==> config.mk <==
export PLATFORM = sky130hd
export DESIGN_NAME = cbus_axi_bridge
export DESIGN_NICKNAME = d
export VERILOG_FILES = /design/src/rtl/cbus_axi_bridge_pkg.sv /design/src/rtl/cbus_axi_bridge.sv
export SDC_FILE = /design/constraint.sdc
export NUM_CORES = 1
export LEC_CHECK = 0
export CAP_MARGIN = 20
export CORE_AREA = 2 2 112 114
export CTS_CLUSTER_SIZE = 24
export DETAILED_ROUTE_END_ITERATION = 10
export DIE_AREA = 0 0 114 116
export PLACE_DENSITY = 0.71
export SLEW_MARGIN = 20
export SYNTH_ARGS = -nofsm -noshare
export SYNTH_HDL_FRONTEND = slang
export SYNTH_SLANG_ARGS = --single-unit
export TNS_END_PERCENT = 10
==> constraint.sdc <==
create_clock -name clk -period 1.89 [get_ports clk]
set_clock_uncertainty 0.15 [all_clocks]
set_input_delay 0.189 -clock clk [delete_from_list [all_inputs] [get_ports clk]]
set_output_delay 0.189 -clock clk [all_outputs]
set_load 0.02 [all_outputs]
==> src/rtl/cbus_axi_bridge_pkg.sv <==
// Shared types for the CBus-to-AXI3 bridge: request/response structs,
// AXI burst encodings and the bridge state enum.
package cbus_axi_bridge_pkg;

  localparam int ADDR_W = 32;
  localparam int DATA_W = 32;
  localparam int STRB_W = DATA_W / 8;
  localparam int LEN_W  = 4;
  localparam int ID_W   = 4;

  localparam logic [1:0] AXI_BURST_FIXED = 2'b00;
  localparam logic [1:0] AXI_BURST_INCR  = 2'b01;
  localparam logic [1:0] AXI_BURST_WRAP  = 2'b10;

  typedef enum logic [2:0] {
    IDLE,
    AR,
    R,
    AW,
    W,
    B
  } bridge_state_t;

  // Arbitrated cache-side request; data/strobe carry the current write beat.
  typedef struct packed {
    logic              valid;
    logic              is_write;
    logic [2:0]        size;
    logic [ADDR_W-1:0] addr;
    logic [STRB_W-1:0] strobe;
    logic [DATA_W-1:0] data;
    logic [LEN_W-1:0]  len;
    logic [1:0]        burst;
  } cbus_req_t;

  // Cache-side response: ready per beat, last on completion.
  typedef struct packed {
    logic              ready;
    logic              last;
    logic [DATA_W-1:0] data;
  } cbus_resp_t;

  // Everything the master drives onto the AXI3 interconnect.
  typedef struct packed {
    logic [ID_W-1:0]   arid;
    logic [ADDR_W-1:0] araddr;
    logic [LEN_W-1:0]  arlen;
    logic [2:0]        arsize;
    logic [1:0]        arburst;
    logic              arvalid;
    logic              rready;
    logic [ID_W-1:0]   awid;
    logic [ADDR_W-1:0] awaddr;
    logic [LEN_W-1:0]  awlen;
    logic [2:0]        awsize;
    logic [1:0]        awburst;
    logic              awvalid;
    logic [ID_W-1:0]   wid;
    logic [DATA_W-1:0] wdata;
    logic [STRB_W-1:0] wstrb;
    logic              wlast;
    logic              wvalid;
    logic              bready;
  } axi_req_t;

  // Everything the interconnect returns to the master.
  typedef struct packed {
    logic              arready;
    logic [DATA_W-1:0] rdata;
    logic [1:0]        rresp;
    logic              rlast;
    logic              rvalid;
    logic              awready;
    logic              wready;
    logic [1:0]        bresp;
    logic              bvalid;
  } axi_resp_t;

endpackage

==> src/rtl/cbus_axi_bridge.sv <==
// CBus to AXI3 master bridge. Handles one transaction at a time: address
// phase, data beats passed straight through, and for writes a wait on the
// B channel before the requester sees completion.
module cbus_axi_bridge
  import cbus_axi_bridge_pkg::*;
#(
  parameter int AXI_ID    = 0,
  parameter int MAX_BEATS = 16
) (
  input  logic       clk,
  input  logic       resetn,
  input  cbus_req_t  creq,
  output cbus_resp_t cresp,
  output axi_req_t   axi_req,
  input  axi_resp_t  axi_resp
);

  localparam int CNT_W = (MAX_BEATS > 1) ? $clog2(MAX_BEATS) : 1;

  bridge_state_t     state;
  bridge_state_t     next_state;
  logic [CNT_W-1:0]  cnt_q;
  logic [ADDR_W-1:0] addr_q;
  logic [LEN_W-1:0]  len_q;
  logic [2:0]        size_q;
  logic [1:0]        burst_q;

  logic accept;
  logic cnt_inc;
  logic last_beat;

  // Error responses have no path back to the cache; completion proceeds anyway.
  logic unused_resp;
  assign unused_resp = ^{axi_resp.rresp, axi_resp.bresp};

  assign last_beat = (cnt_q == CNT_W'(len_q));

  // State, beat counter and the latched address-phase fields. Direction is
  // held by the state itself, so is_write needs no separate register.
  always_ff @(posedge clk or negedge resetn) begin
    if (!resetn) begin
      state   <= IDLE;
      cnt_q   <= '0;
      addr_q  <= '0;
      len_q   <= '0;
      size_q  <= '0;
      burst_q <= '0;
    end else begin
      state <= next_state;
      if (accept) begin
        cnt_q   <= '0;
        addr_q  <= creq.addr;
        len_q   <= creq.len;
        size_q  <= creq.size;
        burst_q <= creq.burst;
      end else if (cnt_inc) begin
        cnt_q <= cnt_q + CNT_W'(1);
      end
    end
  end

  // Next-state and all outputs; read data and write handshakes are forwarded
  // combinationally so each beat costs no extra cycle.
  always_comb begin
    next_state = state;
    accept     = 1'b0;
    cnt_inc    = 1'b0;
    cresp      = '0;
    axi_req    = '0;

    axi_req.arid    = ID_W'(AXI_ID);
    axi_req.araddr  = addr_q;
    axi_req.arlen   = len_q;
    axi_req.arsize  = size_q;
    axi_req.arburst = burst_q;
    axi_req.awid    = ID_W'(AXI_ID);
    axi_req.awaddr  = addr_q;
    axi_req.awlen   = len_q;
    axi_req.awsize  = size_q;
    axi_req.awburst = burst_q;
    axi_req.wid     = ID_W'(AXI_ID);
    axi_req.wdata   = creq.data;
    axi_req.wstrb   = creq.strobe;

    case (state)
      IDLE: begin
        if (creq.valid) begin
          accept     = 1'b1;
          next_state = creq.is_write ? AW : AR;
        end
      end
      AR: begin
        axi_req.arvalid = 1'b1;
        if (axi_resp.arready) begin
          next_state = R;
        end
      end
      R: begin
        axi_req.rready = 1'b1;
        if (axi_resp.rvalid) begin
          cresp.ready = 1'b1;
          cresp.data  = axi_resp.rdata;
          cresp.last  = axi_resp.rlast;
          if (axi_resp.rlast) begin
            next_state = IDLE;
          end else begin
            cnt_inc = 1'b1;
          end
        end
      end
      AW: begin
        axi_req.awvalid = 1'b1;
        if (axi_resp.awready) begin
          next_state = W;
        end
      end
      W: begin
        axi_req.wvalid = 1'b1;
        axi_req.wlast  = last_beat;
        if (axi_resp.wready) begin
          if (last_beat) begin
            next_state = B;
          end else begin
            cresp.ready = 1'b1;
            cnt_inc     = 1'b1;
          end
        end
      end
      B: begin
        axi_req.bready = 1'b1;
        if (axi_resp.bvalid) begin
          cresp.ready = 1'b1;
          cresp.last  = 1'b1;
          next_state  = IDLE;
        end
      end
      default: begin
        next_state = IDLE;
      end
    endcase
  end

endmodule

Word level (Yosys, flattened, before mapping)
Cells that the tools add are included.
{"block": "totals", "reg_bits": 48, "inputBits": 123, "output_inout_bits": 170, "wordCells": 53}
{"block": "op_classes", "addsub": 1, "eq_ne": 14, "mux": 29, "reduce_logical": 3}
{"cell": "two-way mux 34 bit", "n": 1}
{"cell": "two-way mux 32 bit", "n": 1}
{"cell": "two-way mux 3 bit", "n": 8}
{"cell": "case mux 3 bit (6 select lines)", "n": 1}
{"cell": "!= test 2 bit, second input constant", "n": 8}
{"cell": "two-way mux 1 bit", "n": 10}
{"cell": "two-way mux 4 bit", "n": 2}
{"cell": "AND reduction 8 bit", "n": 1}
{"cell": "equality test 3 x 2 -> 1 bit, second input constant", "n": 2}
{"cell": "equality test 3 bit, second input constant", "n": 2}
{"cell": "two-way mux 2 bit", "n": 3}
{"cell": "adder 4 x 1 -> 4 bit, second input constant", "n": 1}
{"cell": "equality test 4 bit", "n": 1}
{"cell": "case mux 1 bit (2 select lines)", "n": 2}
{"cell": "equality test 3 x 1 -> 1 bit, second input constant", "n": 1}
{"cell": "logical NOT 3 bit", "n": 1}
{"cell": "case mux 1 bit (3 select lines)", "n": 1}
{"cell": "nonzero test 2 bit", "n": 1}

Longest topological paths before layout
{"block": "depth", "depth_word": 6, "ltp_mapped": 6, "ltp_nobuf": 4}

Least setup slack after synthesis
Ideal clock, no wire load.
{"block": "synth_path", "kind": "reg2out", "from": "reg len_q[2]", "to": "out axi_req[2] (netlist bit)", "arrival_time_ns": 1.410, "t_required_ns": 1.551, "setup_slack_ns": 0.141, "stages_incl_launch_ff": 4, "n_path_buf": 0, "path_cell_list": "dfrtp_1 -> xnor2_1 -> nand4_1 -> nor3b_1"}
{"element": "start: declaration", "line_no": "cbus_axi_bridge.sv:24", "rtl": "logic [LEN_W-1:0] len_q;"}
{"element": "start signal: assignment", "line_no": "cbus_axi_bridge.sv:53", "rtl": "len_q <= creq.len;"}
{"element": "end: declaration", "line_no": "cbus_axi_bridge.sv:14", "rtl": "output axi_req_t axi_req,"}

==> results.json <==
{
  "vias": 2765,
  "drt-initial-drc-count": 104,
  "min_from": "creq[8]",
  "clockBufferDepth": 2,
  "ios": 293,
  "total_power_uw": 8220,
  "die_h_um": 116,
  "antenna_found_initial": 0,
  "startpoint_type": "register",
  "power.leakage_uw": 0.00242,
  "die_area_mm2": 0.0132,
  "design_area_mm2": 0.00513,
  "hold_viol": 0,
  "r2r-start": "state[0]",
  "synth_cell_types": 37,
  "overflow": 0,
  "final-setup-viol-count": 4,
  "cts.reportedPaths.clkPinSlew_ns": 0.06,
  "die_w_um": 114,
  "endpoint_kind": "output port",
  "drc": 0,
  "num_rows": 40,
  "grt_pass1_vias": 2776,
  "hpwl_mm": 8.36,
  "clk_latency_ns": 0.29,
  "rsz0062_at_grt": "yes",
  "wire_per_inst_um": 15.8,
  "fin_crit_sh_pct": 103,
  "track_usage_pct": 14.5,
  "fin_crit_ns": 1.95,
  "path_max_fanout": 4,
  "antenna_cells": 0,
  "violations": "negative setup slack",
  "fin_ws_ns": -0.0578,
  "path_class": "register to output port",
  "relSlewSlack_pct": 61.4,
  "port_buffers": 204,
  "ys_seq_area_share_pct": 40.3,
  "p_per_area_mw_per_mm2": 1600,
  "drive_above_1_share_pct": 22.3,
  "avgSynthCellArea_um2": 8.38,
  "yosysWarnings": 0,
  "layout_common_cells": "clkdlybuf4s50_1, nand2_1, dfrtp_1",
  "routed_wl_mm": 10.3,
  "layout_commonest_cell": "clkdlybuf4s50_1",
  "syn_to_final_growth_pct": 72.0,
  "slew_violations": 0,
  "holdWs_ns": 0.228,
  "status": "finished, violations left",
  "crit_required_ns": 1.55,
  "clockRootBuffer": "clkbuf_16",
  "reg2reg_slack_ns": -0.02,
  "drt_pass1_iterations": 6,
  "fin_nets": 630,
  "numCtsBuffers": 5,
  "irDropWorstVdd_v": 0.000504,
  "holdPathStages": 0,
  "min_to": "axi_req[9]",
  "hold_path_class": "primary input to output port",
  "grt_pass1_wl_mm": 14.8,
  "cts.sinks": 48,
  "mappedNetlistArea_mm2": 0.00298,
  "synth_cells": 356,
  "cts_tree": "done",
  "place.gp.congestion": 0.820,
  "synth_seq_cells": 48,
  "clock.fmax_mhz": 513,
  "placedInstanceArea_mm2": 0.00474,
  "arrival_ns": 1.61,
  "r2r-end": "state[0]",
  "drv_cap": 0,
  "tightest_slew_ns": 0.579,
  "r2r_cells": 6,
  "ant_nets": 0,
  "h-tree-depth": 2,
  "grt_max_degree": 36,
  "detail_route.vias_per_cell": 4.23,
  "start_util_pct": 25.0,
  "core-area_mm2": 0.0119
}
[what timing repair did]
item	4_1_cts	5_1_grt
pin swaps	2	18
setup endpoints to repair	40	38
gates resized for setup	165	97
cloned	0	3
hold buffers	1	0
hold endpoints to repair	22	0
setup buffers	0	1
[cell usage after synthesis]
library cell / number / share of area, %
a211o_1: 1 / 0.29
nor3b_1: 2 / 0.50
nor4b_4: 1 / 0.80
o2111ai_1: 1 / 0.29
and2_1: 35 / 7.3
a41oi_2: 1 / 0.55
and4bb_2: 1 / 0.42
nor2b_1: 2 / 0.42
clkbuf_1: 8 / 1.0
nand2b_1: 1 / 0.21
a32o_1: 1 / 0.34
a21o_1: 1 / 0.25
o31ai_1: 1 / 0.25
o21ai_0: 3 / 0.50
nand4bb_1: 1 / 0.38
buf_4: 90 / 23
o211a_1: 1 / 0.34
xnor2_1: 4 / 1.2
dfrtp_1: 48 / 40
conb_1: 1 / 0.13
nand4_1: 1 / 0.21
a22o_1: 1 / 0.29
or3_1: 1 / 0.21
o21bai_1: 1 / 0.25
mux2_1: 1 / 0.38
ha_1: 1 / 0.42
and3_1: 1 / 0.21
nor3_1: 1 / 0.17
or2_2: 1 / 0.21
mux2i_1: 3 / 1.0
nor2_1: 2 / 0.25
buf_2: 4 / 0.67
and2b_1: 2 / 0.50
nand2_1: 129 / 16
nor2b_2: 1 / 0.29
nand3b_1: 1 / 0.25
o221ai_1: 1 / 0.29
[worst max-delay path, cell delays in order, from the launching register on]
cell     delay [ns]
dfrtp_1        0.40
buf_6          0.14
nor2b_4        0.12
and3_4         0.17
or3_4          0.36
buf_6          0.14
[area by class of cell]
cell class	instances	area [um2]
multi-input combinational	217	1230
fill	1128	6780
timing repair buffer	234	2360
clock inverter	1	7.51
sequential	48	1200
tap	147	184
clock buffer	7	143
[worst max-delay path by stage]
stage                      from         end  slack, ns  depth (start not counted)
CTS                    state[2]   cresp[33]      -0.09                          5
global placement    axi_resp[5]   cresp[33]      -0.37                          5
floorplan              len_q[2]  axi_req[2]       0.14                          3
finish                 state[2]   cresp[33]      -0.06                          5
detailed placement  axi_resp[5]   cresp[33]      -0.37                          5
global route           len_q[2]   cresp[33]      -0.11                          4
[per-stage QoR]
step | utilization (%) | instances | setup TNS [ns] | worst slack, ns
5_1_grt | 43.0 | 654 | -1.51 | -0.113
6_report | 43.0 | 654 | -0.0933 | -0.0578
4_1_cts | 40.0 | 650 | -0.194 | -0.0919
3_5_place_dp | 39.8 | 641 | -10.36 | -0.369
3_3_place_gp | 39.8 | 641 | -9.82 | -0.375
2_1_floorplan | - | 367 | 0 | 0.141
[where the power goes]
group / total [uW] / leakage (uW) / internal (uW) / switching, uW
clock: 907 / 0.0000701 / 528 / 379
combinational: 5420 / 0.00175 / 2710 / 2710
sequential: 1900 / 0.000601 / 1500 / 398
total: 8220 / 0.00242 / 4740 / 3480
[routing by layer]
metal  global-route usage [%]  share of wire (%)  vias up  wire, um
met5                        0                  0        -         0
met4                     5.20                2.5        0       258
met3                     3.97                7.9       26       810
met2                     28.2                 56      153      5770
met1                     14.7                 34     1281      3470
li1                         -                  -     1305         -
[registers in the layout, indices dropped and copies added, names as in the netlist]
name / count
state: 3
len_q: 4
cnt_q: 4
addr_q: 32
burst_q: 2
size_q: 3
[logic make-up (layout without fill, tap and decap cells)]
| family | after synthesis | after routing | share of synthesized area (%) |
|---|---|---|---|
| simple gates | 183 | 183 | 28.6 |
| buf+inv | 102 | 242 | 24.3 |
| flops | 48 | 48 | 40.3 |
| compound gates | 13 | 13 | 3.65 |
| xor+xnor | 4 | 4 | 1.17 |
| mux | 4 | 4 | 1.38 |
| fa+ha+maj | 1 | 1 | 0.420 |
| other cells | 1 | 12 | 0.126 |
(Power assumes the default switching activity.)
